$ cat src/rtl/mtm_alu_core_ctrl.sv
// Sequencer between the frame deserializer and the ALU core.
// Latency with the block idle: in_valid at cycle 0, alu_start at 2, out_valid one cycle after alu_done.
// Backpressure: out_ready stalls only the output stage; the input side never stalls, so extra inputs are dropped and overrun is set.
//
// Ports:
//   clk, rst             clock and synchronous active-low reset
//   in_valid/in_A/in_B/in_op, in_err/in_err_frame   command and error-frame pulses from the deserializer
//   alu_start/alu_A/alu_B/alu_op, alu_done/alu_C/alu_flags   ALU core launch and result
//   out_valid/out_ready/out_is_err/out_C/out_flags/out_ctl   result or error frame to the serializer
//   busy, overrun, timeout   status; overrun and timeout are sticky until reset
// Build option: MTM_CTRL_QUEUE2_EN widens the input slot to a 2-entry FIFO.
module mtm_alu_core_ctrl #(
    parameter int unsigned TIMEOUT_CYC   = 64,
    parameter logic [7:0]  TIMEOUT_FRAME = 8'h87
) (
    input  logic        clk,
    input  logic        rst,
    input  logic        in_valid,
    input  logic [31:0] in_A,
    input  logic [31:0] in_B,
    input  logic [2:0]  in_op,
    input  logic        in_err,
    input  logic [7:0]  in_err_frame,
    output logic        alu_start,
    output logic [31:0] alu_A,
    output logic [31:0] alu_B,
    output logic [2:0]  alu_op,
    input  logic        alu_done,
    input  logic [31:0] alu_C,
    input  logic [3:0]  alu_flags,
    output logic        out_valid,
    output logic        out_is_err,
    output logic [31:0] out_C,
    output logic [3:0]  out_flags,
    output logic [7:0]  out_ctl,
    input  logic        out_ready,
    output logic        busy,
    output logic        overrun,
    output logic        timeout
);

    typedef struct packed {
        logic        is_err;
        logic [31:0] a;
        logic [31:0] b;
        logic [2:0]  op;
        logic [7:0]  frame;
    } entry_t;

    typedef enum logic [2:0] {IDLE, LAUNCH, WAIT_ALU, SEND, SEND_ERR} state_t;

`ifdef MTM_CTRL_QUEUE2_EN
    localparam logic [1:0] QDEPTH = 2'd2;
`else
    localparam logic [1:0] QDEPTH = 2'd1;
`endif

    localparam logic [7:0] TO_LAST = 8'(TIMEOUT_CYC - 1);

    state_t     state;
    entry_t     q0;           // head of the input queue
`ifdef MTM_CTRL_QUEUE2_EN
    entry_t     q1;
`endif
    logic [1:0] q_cnt;
    logic [7:0] wait_cnt;

    logic   pop;
    logic   full;
    logic   push;
    entry_t in_entry;

    // An error pulse wins over a simultaneous command; the command is
    // discarded silently, so it does not count as an overrun.
    always_comb begin
        pop             = (state == IDLE) && (q_cnt != 2'd0);
        full            = (q_cnt == QDEPTH) && !pop;
        push            = (in_valid || in_err) && !full;
        in_entry.is_err = in_err;
        in_entry.a      = in_A;
        in_entry.b      = in_B;
        in_entry.op     = in_op;
        in_entry.frame  = in_err_frame;
    end

    assign busy = (state != IDLE) || (q_cnt != 2'd0);

    // Input queue: shift-down FIFO, head always in q0.
    always_ff @(posedge clk) begin
        if (!rst) begin
            q0      <= '0;
`ifdef MTM_CTRL_QUEUE2_EN
            q1      <= '0;
`endif
            q_cnt   <= 2'd0;
            overrun <= 1'b0;
        end else begin
`ifdef MTM_CTRL_QUEUE2_EN
            if (pop) begin
                q0 <= q1;
            end
            // Write slot is the occupancy after this cycle's pop.
            if (push) begin
                if (q_cnt == 2'd2 || (q_cnt == 2'd1 && !pop)) begin
                    q1 <= in_entry;
                end else begin
                    q0 <= in_entry;
                end
            end
`else
            if (push) begin
                q0 <= in_entry;
            end
`endif
            case ({push, pop})
                2'b10:   q_cnt <= q_cnt + 2'd1;
                2'b01:   q_cnt <= q_cnt - 2'd1;
                default: q_cnt <= q_cnt;
            endcase
            if ((in_valid || in_err) && full) begin
                overrun <= 1'b1;
            end
        end
    end

    // Control FSM, all outputs registered.
    always_ff @(posedge clk) begin
        if (!rst) begin
            state      <= IDLE;
            wait_cnt   <= 8'd0;
            alu_start  <= 1'b0;
            alu_A      <= 32'd0;
            alu_B      <= 32'd0;
            alu_op     <= 3'd0;
            out_valid  <= 1'b0;
            out_is_err <= 1'b0;
            out_C      <= 32'd0;
            out_flags  <= 4'd0;
            out_ctl    <= 8'd0;
            timeout    <= 1'b0;
        end else begin
            case (state)
                IDLE: begin
                    if (pop) begin
                        if (q0.is_err) begin
                            out_ctl    <= q0.frame;
                            out_is_err <= 1'b1;
                            out_valid  <= 1'b1;
                            state      <= SEND_ERR;
                        end else begin
                            alu_A     <= q0.a;
                            alu_B     <= q0.b;
                            alu_op    <= q0.op;
                            alu_start <= 1'b1;
                            state     <= LAUNCH;
                        end
                    end
                end
                LAUNCH: begin
                    alu_start <= 1'b0;
                    wait_cnt  <= 8'd0;
                    state     <= WAIT_ALU;
                end
                WAIT_ALU: begin
                    if (alu_done) begin
                        out_C      <= alu_C;
                        out_flags  <= alu_flags;
                        out_is_err <= 1'b0;
                        out_valid  <= 1'b1;
                        state      <= SEND;
                    end else if (wait_cnt == TO_LAST) begin
                        out_ctl    <= TIMEOUT_FRAME;
                        timeout    <= 1'b1;
                        out_is_err <= 1'b1;
                        out_valid  <= 1'b1;
                        state      <= SEND_ERR;
                    end else if (wait_cnt != 8'hFF) begin
                        wait_cnt <= wait_cnt + 8'd1;
                    end
                end
                SEND, SEND_ERR: begin
                    // out_valid is always high here, so out_ready alone completes the handshake.
                    if (out_ready) begin
                        out_valid <= 1'b0;
                        state     <= IDLE;
                    end
                end
                default: state <= IDLE;
            endcase
        end
    end

endmodule

$ cat config.mk
export PLATFORM = sky130hd
export DESIGN_NAME = mtm_alu_core_ctrl
export DESIGN_NICKNAME = d
export VERILOG_FILES = /design/src/rtl/mtm_alu_core_ctrl.sv
export SDC_FILE = /design/constraint.sdc
export NUM_CORES = 1
export LEC_CHECK = 0
export CORE_UTILIZATION = 35
export CTS_CLUSTER_SIZE = 20
export DETAILED_ROUTE_END_ITERATION = 12
export PLACE_DENSITY_LB_ADDON = 0.05
export SYNTH_ARGS = -nofsm -noshare
export SYNTH_HDL_FRONTEND = slang
export SYNTH_SLANG_ARGS = --single-unit
$ cat constraint.sdc
create_clock -name clk -period 2 [get_ports clk]
set_input_delay 0.4 -clock clk [delete_from_list [all_inputs] [get_ports clk]]
set_output_delay 0.4 -clock clk [all_outputs]
set_load 0.05 [all_outputs]
==> results.txt <==
Outcome: completed
Inserted Clock Buffers: 23
Largest delay share family, worst path: buffers and inverters
Mux share of post-synthesis cell area: 0.131%
Worst r2r path cells: 8
Area leader, netlist: dfxtp_1
Clock transition at the registers of the reported paths: 0.06 ns
Crit share post-route: 99.0%
Pwr dens: 1290 nW/um^2
FP Rows: 53
Net count after synthesis: 1069
Final hold vios: 0
Critical path's slowest cell: dfxtp_1
Clock sink count: 205
Storage cell area: 4110 um^2
Max Root-Sink Buffers: 3
Sum Neg Setup Slack: 0 ns
Arr. time, crit path: 1.58 ns
Hold WC Path Type: primary input to flop
Die Y: 150 um
Setup CP Type: flop to output pin
Register area share after synthesis: 53.8%
TritonRoute pass-1 iters: 4
Average size of a mapped cell: 8.05 um^2
Worst min-delay path startpoint: in_B[24]
DP HPWL: 13900 um
Hold path endpoint: q0[35]
Multi-input logic area: 3160 um^2
Pins Over Slew Limit: 0
Comb pwr share: 36.1%
Worst path required time: 1.60 ns
Placed Instances: 1417
Area Overhead vs Synth: 42.6%
Clk_lat worst skew: 0.50 ns
TritonCTS clock tree: built
Diode count: 0
Post-Synthesis Cells: 948
Nature of the critical path startpoint: flop
Cell Area, Synth: 7630 um^2
Largest family of logic cells by synthesized area: simple AND/OR/NAND/NOR gates
IO Pins: 234
Commonest non-fill, non-tap cells in the layout: nand2_1, dfxtp_1, a21oi_1
Initial antenna violation count: 1
Worst path max stage delay: 0.31 ns
All-Layer GR Usage: 18.7%
Endpoints failing setup: 0
Pint: 8770 uW
Synth Area in Adders: 0.656%
Final ANT Viol Nets: 0
Distinct cell type count of the synthesized netlist: 57
Final total power: 14100 uW
Total grt overflow: 0
Reg2Reg Capture Point: q_cnt[0]
Share of cells above drive strength 1: 8.63%
Pin slew with the least headroom to its limit: 0.548 ns
EDFF count, synth: 0
Gpl congestion: 0.792
First-pass GRT wire length: 33600 um
Clock network fraction of total power: 27.9%
Reg2reg start: q_cnt[0]
#FFs+latches synth: 205
Xor and xnor fraction of the mapped netlist area: 0.344%
Synth area leaders: dfxtp_1, nand2_1, a21oi_1
RSZ-0062 raised after global routing: yes
R2r setup slk: 0.20 ns
Top-area cell type share of the netlist area: 53.8%
Finished Layout Cells: 1457
Max Fanout on Critical Path: 5
Root Driver: clkbuf_16
Most common cell after layout, fill and taps aside: nand2_1
NumNets Final: 1290
Starting Density: 36.0%
Worst Hold Depth: 3
Hold_buf cts: 0
Critical path cell sequence: inv_2 > ha_4 > nor4b_4 > inv_1 > buf_6
Warnings, synthesis: 0
Largest net degree at the start of global routing: 68
Final core occ: 51.3%
Clock period minus final worst setup slack: 1.98 ns
Die Span X: 150 um
Minimum hold slack: 0.442 ns
Wire per inst: 14.7 um
CP endpoint kind: output pin
Layout fillers: 2154
Via count: 6937
DRC: 0
Die footprint: 22400 um^2
Max Cap Viol: 0
CP Buf/Inv Count: 3
Drt first-iter violations: 331
Buffers on Ports: 233
Ys async rst share: 0%
Pleak: 0.00449 uW
Max VDD drop: 0.000569 V
Switch share: 37.8%
Synth Flop Type: dfxtp_1
Vias per cell: 4.76
Core area: 21200 um^2
F_max: 505 MHz
Rel. slew slack: 63.6%
Post-Route Skew: 0.0175 ns
Share of power burned in registers: 35.9%
Compound-Gate Fraction of Synth Area: 16.6%
Vias in the first global route: 6306
Simple-gate share of the synthesized area: 22.9%
Psw: 5330 uW
Htree depth: 1
WL final: 21500 um
-- metal layers --
metal | global-route usage (%) | share of wire, %
met1 | 25.0 | 45
met3 | 4.79 | 7.7
met2 | 30.0 | 45
met5 | 0 | 0.056
met4 | 4.80 | 1.9
-- state kept, by name, summed over array words and instances, names as in the netlist, 2 cells and up --
signal,cells
out_C,32
q0,76
alu_A,32
state,3
alu_B,32
alu_op,3
q_cnt,2
out_flags,4
out_ctl,8
wait_cnt,8
-- power groups by stage --
stage	Clock, uW	Combinational (uW)	Sequential (uW)
finish	3940	5090	5060
global route	4260	5530	5150
CTS	4080	5150	5060
detailed placement	0	5250	5140
global placement	0	5220	5140
floorplan	0	2430	6190
-- cell families (layout without fill, tap and decap cells) --
group / Yosys count / after routing
buffers and inverters: 77 / 311
and+or+nand+nor: 431 / 431
adders and majority gates: 4 / 4
xor gates and xnor gates: 3 / 3
muxes: 1 / 1
DFF: 205 / 205
AOI/OAI and AO/OA: 227 / 227
-- area by class of cell --
cell class                      count  area share, %
Multi-Input combinational cell    666           29.0
Clock buffer                       35           5.97
Clock inverter                      3          0.368
Inverter                            7          0.287
Timing Repair Buffer              266           23.5
Sequential cell                   205           37.7
Tap cell                          275           3.16
-- how the worst max path moves through the flow --
stage / end / cells past startpoint / startpoint / slack (ns)
after global placement: wait_cnt[5] / 4 / alu_done / 0.09
after global routing: busy / 5 / q_cnt[1] / -0.03
after detailed placement: wait_cnt[5] / 4 / alu_done / 0.06
after CTS: busy / 5 / q_cnt[1] / -0.06
after floorplan: q_cnt[0] / 9 / q_cnt[0] / 0.03
final: busy / 5 / q_cnt[1] / 0.02
-- synthesized netlist by cell type, types with 3 or more instances --
cell type,instances
nand4_1,4
buf_6,14
a21oi_1,185
a31oi_1,6
nor2_1,14
nand3_1,4
o221a_2,5
dfxtp_1,205
nand2_1,380
clkbuf_1,36
ha_1,4
nand2b_1,4
nor3_1,3
buf_2,18
inv_1,5
a211oi_1,3
o22ai_1,6
-- repair_timing --
action | in CTS | in global routing
setup endpoints to repair | 103 | 6
pin swaps | 0 | 1
setup buffers | 0 | 2
gates resized for setup | 108 | 3
-- worst reg2reg max path: cells and delay by family (launching register included) --
kind / cells / cell delay, ns
xor+xnor: 1 / 0.16
flops: 1 / 0.35
compound gates: 2 / 0.50
simple gates: 1 / 0.05
buf+inv: 2 / 0.11
fa+ha+maj: 2 / 0.51
-- per-stage QoR --
| step | area, um^2 | setup slack (ns) |
|---|---|---|
| 2_1_floorplan | 7650 | 0.0275 |
| 3_3_place_gp | 10300 | 0.0948 |
| 3_5_place_dp | 10300 | 0.0555 |
| 4_1_cts | 10900 | -0.0582 |
| 5_1_grt | 10900 | -0.0278 |
| 6_report | 10900 | 0.0209 |
(Power assumes the default switching activity.)
